==> src/rtl/ahb_bridge_arbiter_if.sv <==
// Bundle between the request/ack clients, the arbiter and the AHB2APB bridge slave port.
// The "master" modport is the arbiter's view: it masters the bridge and answers the clients.
// The "slave" modport is the environment's view: the clients plus the bridge.
interface ahb_bridge_arbiter_if #(
  parameter int unsigned NUM_MASTERS = 3
);
  // client side
  logic [NUM_MASTERS-1:0]    req;
  logic [32*NUM_MASTERS-1:0] m_addr;
  logic [NUM_MASTERS-1:0]    m_write;
  logic [32*NUM_MASTERS-1:0] m_wdata;
  logic [NUM_MASTERS-1:0]    grant;
  logic [NUM_MASTERS-1:0]    ack;
  logic [NUM_MASTERS-1:0]    err;
  logic [31:0]               m_rdata;
  logic                      busy;
  // bridge side
  logic [31:0]               Haddr;
  logic                      Hwrite;
  logic [1:0]                Htrans;
  logic [31:0]               Hwdata;
  logic                      Hreadyin;
  logic                      Hreadyout;
  logic [1:0]                Hresp;
  logic [31:0]               Hrdata;

  modport master (
    input  req, m_addr, m_write, m_wdata, Hreadyout, Hresp, Hrdata,
    output grant, ack, err, m_rdata, busy, Haddr, Hwrite, Htrans, Hwdata, Hreadyin
  );

  modport slave (
    output req, m_addr, m_write, m_wdata, Hreadyout, Hresp, Hrdata,
    input  grant, ack, err, m_rdata, busy, Haddr, Hwrite, Htrans, Hwdata, Hreadyin
  );
endinterface

==> src/rtl/ahb_bridge_arbiter.sv <==
// Round-robin arbiter that turns client requests into single AHB-lite NONSEQ transfers
// towards the AHB2APB bridge. Optional data-phase watchdog enabled by ARB_TIMEOUT_EN.
module ahb_bridge_arbiter #(
  parameter int unsigned NUM_MASTERS    = 3,
  parameter int unsigned TIMEOUT_CYCLES = 64
) (
  input logic                  Hclk,
  input logic                  Hreset,
  ahb_bridge_arbiter_if.master bus
);

  localparam int unsigned IdxW = $clog2(NUM_MASTERS);

  typedef enum logic [1:0] {StIdle, StAddr, StData} state_e;

  state_e                 state_q, state_d;
  logic [NUM_MASTERS-1:0] grant_q;
  logic [IdxW-1:0]        last_q;
  logic [IdxW-1:0]        winner;
  logic [31:0]            addr_q, wdata_q, rdata_q;
  logic                   write_q;
  logic [31:0]            sel_addr, sel_wdata;
  logic                   sel_write;
  logic                   any_req;
  logic                   done;
  logic                   fail;
  logic                   rd_capture;
  logic [1:0]             htrans;
  logic                   hreadyin;
  logic                   busy;
  logic                   tmo_hit;

  // First requester found searching upward from last+1 with wrap.
  function automatic logic [IdxW-1:0] rr_pick(input logic [NUM_MASTERS-1:0] r,
                                              input logic [IdxW-1:0]        last);
    logic [IdxW-1:0] pick;
    int unsigned     cand;
    pick = last;
    // Descending scan so the nearest candidate after 'last' is written last.
    for (int unsigned k = NUM_MASTERS; k >= 1; k--) begin
      cand = (32'(last) + k) % NUM_MASTERS;
      if (r[IdxW'(cand)]) pick = IdxW'(cand);
    end
    return pick;
  endfunction

  assign any_req = |bus.req;
  assign winner  = rr_pick(bus.req, last_q);

  // Select the winning master's transfer attributes.
  always_comb begin
    sel_addr  = '0;
    sel_wdata = '0;
    sel_write = 1'b0;
    for (int unsigned i = 0; i < NUM_MASTERS; i++) begin
      if (winner == IdxW'(i)) begin
        sel_addr  = bus.m_addr[32*i +: 32];
        sel_wdata = bus.m_wdata[32*i +: 32];
        sel_write = bus.m_write[i];
      end
    end
  end

`ifdef ARB_TIMEOUT_EN
  localparam int unsigned TmoW = $clog2(TIMEOUT_CYCLES + 1);

  logic [TmoW-1:0] tmo_q;

  assign tmo_hit = (tmo_q == TmoW'(TIMEOUT_CYCLES));

  // Count data-phase wait cycles; restarts every time a new data phase begins.
  always_ff @(posedge Hclk or posedge Hreset) begin
    if (Hreset) begin
      tmo_q <= '0;
    end else if (state_q == StAddr) begin
      tmo_q <= '0;
    end else if (state_q == StData && !bus.Hreadyout && !tmo_hit) begin
      tmo_q <= tmo_q + 1'b1;
    end
  end
`else
  // No watchdog: the data phase waits for Hreadyout indefinitely.
  assign tmo_hit = 1'b0;
`endif

  // State register.
  always_ff @(posedge Hclk or posedge Hreset) begin
    if (Hreset) begin
      state_q <= StIdle;
    end else begin
      state_q <= state_d;
    end
  end

  // Next-state logic.
  always_comb begin
    state_d = state_q;
    case (state_q)
      StIdle:  if (any_req) state_d = StAddr;
      StAddr:  state_d = StData;
      StData:  if (done) state_d = StIdle;
      default: state_d = StIdle;
    endcase
  end

  // FSM outputs and completion decode.
  always_comb begin
    htrans     = 2'b00;
    hreadyin   = 1'b1;
    busy       = 1'b0;
    done       = 1'b0;
    fail       = 1'b0;
    rd_capture = 1'b0;
    case (state_q)
      StAddr: begin
        htrans = 2'b10;
        busy   = 1'b1;
      end
      StData: begin
        busy     = 1'b1;
        hreadyin = bus.Hreadyout;
        if (bus.Hreadyout) begin
          done       = 1'b1;
          fail       = (bus.Hresp != 2'b00);
          rd_capture = !write_q;
        end else if (tmo_hit) begin
          done = 1'b1;
          fail = 1'b1;
        end
      end
      default: ;
    endcase
  end

  // Grant, round-robin pointer, latched transfer and captured read data.
  always_ff @(posedge Hclk or posedge Hreset) begin
    if (Hreset) begin
      grant_q <= '0;
      last_q  <= IdxW'(NUM_MASTERS - 1);
      addr_q  <= '0;
      wdata_q <= '0;
      write_q <= 1'b0;
      rdata_q <= '0;
    end else begin
      if (state_q == StIdle && any_req) begin
        grant_q <= NUM_MASTERS'(1) << winner;
        last_q  <= winner;
        addr_q  <= sel_addr;
        wdata_q <= sel_wdata;
        write_q <= sel_write;
      end else if (done) begin
        grant_q <= '0;
      end
      if (rd_capture) begin
        rdata_q <= bus.Hrdata;
      end
    end
  end

  assign bus.grant    = grant_q;
  assign bus.ack      = done ? grant_q : '0;
  assign bus.err      = (done && fail) ? grant_q : '0;
  // Read data is forwarded in the ack cycle and held from the register afterwards.
  assign bus.m_rdata  = rd_capture ? bus.Hrdata : rdata_q;
  assign bus.busy     = busy;
  assign bus.Haddr    = addr_q;
  assign bus.Hwrite   = write_q;
  assign bus.Htrans   = htrans;
  assign bus.Hwdata   = (state_q == StData) ? wdata_q : '0;
  assign bus.Hreadyin = hreadyin;

endmodule

==> src/flat_wrapper.sv <==
// flat-port wrapper written by rule: the top's interface ports become plain ports
module ahb_bridge_arbiter_flat 
#(
  parameter int unsigned NUM_MASTERS    = 3,
  parameter int unsigned TIMEOUT_CYCLES = 64
)
  (Hclk, Hreset, bus_req, bus_m_addr, bus_m_write, bus_m_wdata, bus_Hreadyout, bus_Hresp, bus_Hrdata, bus_grant, bus_ack, bus_err, bus_m_rdata, bus_busy, bus_Haddr, bus_Hwrite, bus_Htrans, bus_Hwdata, bus_Hreadyin);
  ahb_bridge_arbiter_if #(.NUM_MASTERS(NUM_MASTERS)) bus_i ();
  input logic Hclk;
  input logic Hreset;
  input wire logic [$bits(bus_i.req)-1:0] bus_req;
  input wire logic [$bits(bus_i.m_addr)-1:0] bus_m_addr;
  input wire logic [$bits(bus_i.m_write)-1:0] bus_m_write;
  input wire logic [$bits(bus_i.m_wdata)-1:0] bus_m_wdata;
  input wire logic [$bits(bus_i.Hreadyout)-1:0] bus_Hreadyout;
  input wire logic [$bits(bus_i.Hresp)-1:0] bus_Hresp;
  input wire logic [$bits(bus_i.Hrdata)-1:0] bus_Hrdata;
  output wire logic [$bits(bus_i.grant)-1:0] bus_grant;
  output wire logic [$bits(bus_i.ack)-1:0] bus_ack;
  output wire logic [$bits(bus_i.err)-1:0] bus_err;
  output wire logic [$bits(bus_i.m_rdata)-1:0] bus_m_rdata;
  output wire logic [$bits(bus_i.busy)-1:0] bus_busy;
  output wire logic [$bits(bus_i.Haddr)-1:0] bus_Haddr;
  output wire logic [$bits(bus_i.Hwrite)-1:0] bus_Hwrite;
  output wire logic [$bits(bus_i.Htrans)-1:0] bus_Htrans;
  output wire logic [$bits(bus_i.Hwdata)-1:0] bus_Hwdata;
  output wire logic [$bits(bus_i.Hreadyin)-1:0] bus_Hreadyin;
  assign bus_i.req = bus_req;
  assign bus_i.m_addr = bus_m_addr;
  assign bus_i.m_write = bus_m_write;
  assign bus_i.m_wdata = bus_m_wdata;
  assign bus_i.Hreadyout = bus_Hreadyout;
  assign bus_i.Hresp = bus_Hresp;
  assign bus_i.Hrdata = bus_Hrdata;
  assign bus_grant = bus_i.grant;
  assign bus_ack = bus_i.ack;
  assign bus_err = bus_i.err;
  assign bus_m_rdata = bus_i.m_rdata;
  assign bus_busy = bus_i.busy;
  assign bus_Haddr = bus_i.Haddr;
  assign bus_Hwrite = bus_i.Hwrite;
  assign bus_Htrans = bus_i.Htrans;
  assign bus_Hwdata = bus_i.Hwdata;
  assign bus_Hreadyin = bus_i.Hreadyin;
  ahb_bridge_arbiter #(.NUM_MASTERS(NUM_MASTERS), .TIMEOUT_CYCLES(TIMEOUT_CYCLES)) u_core (.Hclk(Hclk), .Hreset(Hreset), .bus(bus_i));
endmodule
==> config.mk <==
export PLATFORM = sky130hd
export DESIGN_NAME = ahb_bridge_arbiter_flat
export DESIGN_NICKNAME = d
export VERILOG_FILES = /design/src/rtl/ahb_bridge_arbiter_if.sv /design/src/rtl/ahb_bridge_arbiter.sv /design/src/flat_wrapper.sv
export SDC_FILE = /design/constraint.sdc
export NUM_CORES = 1
export LEC_CHECK = 0
export ABC_AREA = 1
export CAP_MARGIN = 30
export CORE_ASPECT_RATIO = 0.5
export CORE_MARGIN = 3
export CORE_UTILIZATION = 43
export DETAILED_ROUTE_END_ITERATION = 16
export PLACE_DENSITY = 0.87
export SLEW_MARGIN = 10
export SYNTH_ARGS = -nofsm -noshare
export SYNTH_HDL_FRONTEND = slang
export SYNTH_SLANG_ARGS = --single-unit
==> constraint.sdc <==
create_clock -name Hclk -period 5.7 [get_ports Hclk]
set_clock_uncertainty 0.2 [all_clocks]
set_input_delay 0.57 -clock Hclk [delete_from_list [all_inputs] [get_ports Hclk]]
set_output_delay 0.57 -clock Hclk [all_outputs]
set_load 0.02 [all_outputs]
# Yosys cells after proc, flatten, opt, wreduce, memory -nomap -nowiden
# Index checks and enable logic that the tools add are counted.
totals:
  reg_bits: 104
  inputBits: 235
  out_inout_bits: 110
  wordCells: 69
classes:
  n_addsub: 3
  div: 3
  order_cmp: 3
  eq_ne: 6
  shift: 1
  mux: 36
  reduce_logical: 10
ops:
  columns: ["cell", "count"]
  rows:
  - ["$mux 32", 8]
  - ["$mod 32x2->32 const B", 3]
  - ["$mux 1", 14]
  - ["$mux 2", 6]
  - ["$mux 3", 4]
  - ["$lt 2x3->1 const B", 3]
  - ["$add 2x2->3 const B", 2]
  - ["$bmux 1 s2", 3]
  - ["$pmux 2 s3", 1]
  - ["$eq 2x1->1 const B", 2]
  - ["$eq 2x2->1 const B", 2]
  - ["$logic_not 2->1", 2]
  - ["$ne 2x1->1 const B", 2]
  - ["$reduce_bool 2->1", 2]
  - ["$add 2x1->3 const B", 1]
  - ["$reduce_or 3->1", 1]
  - ["$shl 1x2->3 const A", 1]
  - ["$logic_and 1x1->1", 2]
  - ["$reduce_and 2->1", 1]
  - ["$reduce_or 2->1", 1]
  - ["$logic_not 1->1", 1]

# Longest topological paths before layout
depth:
  word_depth: 11
  ltp_mapped: 17
  depth_no_buf: 16

# Worst setup path before layout
# Ideal clock, no wire load.
synth_timing:
  path_type: "register to output"
  start: "register u_core.state_q[0]"
  end: "output port bus_m_rdata[10]"
  arrival_time_ps: 1826
  required_time_ps: 4930
  slack_ps: 3104
  path_stages_with_launch: 9
  n_path_buf: 3
  path_cell_list: "dfrtp_1 > inv_1 > ha_1 > buf_2 > nand2_1 > or2_2 > clkbuf_1 > buf_2 > mux2_1"
synth_via:
  elab_chain_len: 3
synth_lines:
  columns: ["element", "line", "rtl"]
  rows:
  - ["start, declared", "ahb_bridge_arbiter.sv:16", "state_e state_q, state_d;"]
  - ["start signal, assigned", "ahb_bridge_arbiter.sv:89", "state_q <= StIdle;"]
  - ["start signal, assigned", "ahb_bridge_arbiter.sv:91", "state_q <= state_d;"]
  - ["$eq 2x2->1", "ahb_bridge_arbiter.sv:114", "case (state_q)"]
  - ["$mux 1", "ahb_bridge_arbiter.sv:114", null]
  - ["$mux 32", "ahb_bridge_arbiter.sv:164", "assign bus.m_rdata = rd_capture ? bus.Hrdata : rdata_q;"]
  - ["end, declared", "flat_wrapper.sv:21", "output wire logic [$bits(bus_i.m_rdata)-1:0] bus_m_rdata;"]
# No other way between the ends.

# Final worst setup path
layout_timing:
  start: "register u_core.last_q[1]"
  end: "register u_core.addr_q[3] (netlist: u_core.bus.Haddr[3])"
layout_via:
  elab_chain_len: 11
  elab_cells_between_ends: 21
  classes_between: "add/sub (3); div (3); eq/ne (2); mux (12); reduce/logical (1)"
layout_lines:
  columns: ["element", "line", "rtl"]
  rows:
  - ["start, declared", "ahb_bridge_arbiter.sv:18", "logic [IdxW-1:0] last_q;"]
  - ["start signal, assigned", "ahb_bridge_arbiter.sv:139", "last_q <= IdxW'(NUM_MASTERS - 1);"]
  - ["start signal, assigned", "ahb_bridge_arbiter.sv:147", "last_q <= winner;"]
  - ["$add 2x2->3", "ahb_bridge_arbiter.sv:41", "cand = (32'(last) + k) % NUM_MASTERS;"]
  - ["$mod 32x2->32", "ahb_bridge_arbiter.sv:41", null]
  - ["$bmux 1 s2", "ahb_bridge_arbiter.sv:42", "if (r[IdxW'(cand)]) pick = IdxW'(cand);"]
  - ["$mux 1 (not written as such)", "ahb_bridge_arbiter.sv:42", null]
  - ["$mux 2 (2 in a row)", "ahb_bridge_arbiter.sv:42", null]
  - ["$mux 2 *", "ahb_bridge_arbiter.sv:42", null]
  - ["$logic_not 2->1", "ahb_bridge_arbiter.sv:56", "if (winner == IdxW'(i)) begin"]
  - ["$mux 32 (2 in a row)", "ahb_bridge_arbiter.sv:56", null]
  - ["$mux 32 *", "ahb_bridge_arbiter.sv:56", null]
  - ["end signal, assigned", "ahb_bridge_arbiter.sv:148", "addr_q <= sel_addr;"]
  - ["end, declared", "ahb_bridge_arbiter.sv:20", "logic [31:0] addr_q, wdata_q, rdata_q;"]
# Every way passes the cells marked *; elsewhere a longest branch is shown, timed or not. The select of a mux whose other input is x is not followed.
# A chain may end at the register's enable or synchronous reset.

==> results.md <==
- Routed vias: around 7100
- WP data arrival: 3820 ps
- Mapped Area: between 6000 and 7000 um2
- Detail Route Antenna Nets: 0
- Power per Cell Area: 629 nW/um2
- Die height: just over 90 um
- Clock buffer depth: 2
- Final Net Count: roughly 1400
- WS Path Type: reg2reg
- Distinct cell type count after synthesis: 29
- Remaining DRCs: 0
- Post-Syn Nets: 1130
- Clk_lat worst skew: 340 ps
- WHS: around 280 ps
- Most used cell, CP: nand2_1
- Post-Syn Instances: ~890
- Final Setup Violations: 0
- Pre-antenna DRT Iters: 5
- RD Place Congestion: roughly 0.93
- Yosys reg bits: 104
- Worst Path Required: approximately 5800 ps
- CP Cell Sequence: inv_1 > ha_1 > inv_1 > nand2_1 > nand3_1 > nand2_1 > nand2_1 > nand2_1 > nand2_2 > nand2_4 > nand2_2 > buf_4 > nand3_1 > nand2_1 > nor2_1 > nor2_1
- Pin count of the biggest net entering global routing: 104
- Hold-fix buffers, CTS: 0
- HP Class: reg2reg
- Status: finished, final reports clean
- Root cell of the clock tree: clkbuf_16
- Std-Cell Rows: 30
- Final number of hold-violating endpoints: 0
- Slew Viols, Final: 0
- Initial Utilization: 0.455
- H-tree levels: 3
- IO buf count: around 340
- Final HPWL from detailed placement: roughly 17 mm
- Share of layout cells above drive strength 1: 0.0588
- Worst slack at placement: 1830 ps
- Die width: roughly 180 um
- Vias per cell: between 5 and 6
- Die area: 16400 um2
- Final WS setup: just under 2000 ps
- Post-synth EDFFs: 0
- Post-synth top flop: dfrtp_1
- Syn avg cell area: 7.17 um2
- CTS buffer count: 9
- Worst-Margin Slew: about 960 ps
- Max stage delay on crit path: about 650 ps
- Post-CTS Resized: 0
- RSZ-0062 raised after global routing: no
- Leakage power total: ~0.0048 uW
- # fillers: between 1000 and 1500
- Max Freq: roughly 270 MHz
- Slowest CP cell: nand2_2
- Area Growth Syn to Fin: 58.5%
- Grt total ovfl: 0
- Total Wirelength: around 22 mm
- Slew headroom: 0.362
- Avg WL per Cell: about 16 um
- Sink Count: 104
- Overall Global Routing Usage: 0.262
- Worst vdd ir: just under 0.0006 V
- Worst-path maximum fanout: between 50 and 60
- Post-synthesis sequential area ratio: 0.409
- Post-synthesis async set-or-reset flop share: 1.00
- Synth warnings: 0
- Diodes inserted: 0
- Final period utilization: 0.658
- Minimum clock period: about 3700 ps
- Initial DRC Count: 480
- Vias in the first global route: a little under 7000
- Placeable Area: 14000 um2
- Setup Total Neg Slack: 0 ps
- CTS tree: yes
- CP endpoint kind: flip-flop
- Clock slew at reported path FFs: about 80 ps
- Top-Level Pins: ~350
- Initial antenna violation count: 0
- MaxCap Viol Count: 0
- First-pass GRT wire length: 34.5 mm
- Setup bufs post-CTS: 0
- CP Launch Type: flip-flop
## cell families (layout without fill, tap and decap cells)
| group | count (synthesis) | count (layout) | share of synthesized area |
|---|---|---|---|
| AO/OA/AOI/OAI | 32 | 32 | 0.0283 |
| adder cells (fa/ha/maj) | 6 | 6 | 0.0118 |
| buffers and inverters | 140 | 441 | 0.0998 |
| flip-flops | 104 | 104 | 0.409 |
| multiplexers | 32 | 32 | 0.0566 |
| other | 1 | 1 | 0.000589 |
| AND/OR/NAND/NOR | 574 | 574 | 0.394 |
## critical path, delay by kind of cell (launching register included)
family        cells  cell delay [ps]
buf+inv           3              740
simple gates     12             1900
flops             1              550
fa+ha+maj         1              230
## cells in the mapped netlist, types with 2 or more instances
library cell,n,share of area
nand2_1,238,0.14
nor2_1,153,0.090
nand3_1,111,0.087
dfrtp_1,103,0.40
inv_1,68,0.040
nand4_1,47,0.046
mux2_2,28,0.049
clkbuf_1,23,0.014
buf_2,22,0.017
nand3b_1,18,0.021
o21ai_0,17,0.013
buf_4,10,0.012
o21ai_1,8,0.0063
buf_6,6,0.011
ha_1,6,0.012
inv_2,6,0.0035
buf_1,5,0.0029
mux2_1,4,0.0071
nand2_2,3,0.0029
a21oi_1,2,0.0016
nor2_4,2,0.0035
o22ai_1,2,0.0020
## metrics by stage
stage	utilization	cells	cell area, um2	power (uW)
6_report	0.721	1382	10100	6350
5_1_grt	0.721	1382	10100	6870
4_1_cts	0.718	1380	10000	6310
3_5_place_dp	0.698	1365	9770	5700
3_3_place_gp	0.698	1365	9770	5550
2_1_floorplan	-	889	6370	4390
## cell usage in the layout (no fill, tap or decap), types with 6 or more instances in the layout
cell type | netlist | routed
clkdlybuf4s50_1 | 0 | 343
nand2_1 | 238 | 238
nor2_1 | 153 | 153
nand3_1 | 111 | 110
dfrtp_1 | 103 | 103
inv_1 | 68 | 67
nand4_1 | 47 | 47
mux2_2 | 28 | 28
nand3b_1 | 18 | 18
o21ai_0 | 17 | 17
clkbuf_16 | 0 | 9
o21ai_1 | 8 | 8
ha_1 | 6 | 6
buf_4 | 10 | 6
## per-layer routing
metal | track usage | wire, um | vias to the layer above
li1 | - | - | 3430
met1 | 0.291 | 8200 | 3335
met2 | 0.481 | 11600 | 306
met3 | 0.0587 | 1780 | 62
met4 | 0.112 | 952 | 0
met5 | 0 | 0 | -
## path summary, 6_finish.rpt
kind,start,to,slack [ps],cells past startpoint
max in group asynchronous,Hreset,u_core.wdata_q[20]$_DFFE_PP0P_,3960,4
min in group asynchronous,Hreset,u_core.rdata_q[17]$_DFF_PP0_,300,2
worst min-delay path,u_core.bus.Haddr[14]$_DFFE_PP0P_,u_core.bus.Haddr[14]$_DFFE_PP0P_,280,2
worst max register to register,u_core.last_q[1]$_DFFE_PP1P_,u_core.bus.Haddr[3]$_DFFE_PP0P_,1950,16
worst min register to register,u_core.bus.Haddr[14]$_DFFE_PP0P_,u_core.bus.Haddr[14]$_DFFE_PP0P_,280,2
worst max-delay path,u_core.last_q[1]$_DFFE_PP1P_,u_core.bus.Haddr[3]$_DFFE_PP0P_,1950,16
## registers in the layout, summed over array words and instances (netlist names)
| register | count |
|---|---|
| u_core.bus.Haddr | 32 |
| u_core.bus.Hwrite | 1 |
| u_core.wdata_q | 32 |
| u_core.rdata_q | 32 |
| u_core.last_q | 2 |
| u_core.state_q | 2 |
| u_core.bus.grant | 3 |
## where the power goes
| group | switching (uW) | internal, uW |
|---|---|---|
| clock network | 294 | 301 |
| logic | 2780 | 1670 |
| registers | 169 | 1130 |
## area by class of cell
class,instances,area (um2),area share
repair buffers,352,3550,0.351
clock inverters,6,52.6,0.00520
multi-input cells,645,3150,0.312
clock buffers,9,225,0.0223
well taps,192,240,0.0238
inverters,74,282,0.0279
flip-flops and latches,104,2600,0.258
No activity file was read; power rests on OpenSTA's default activity.
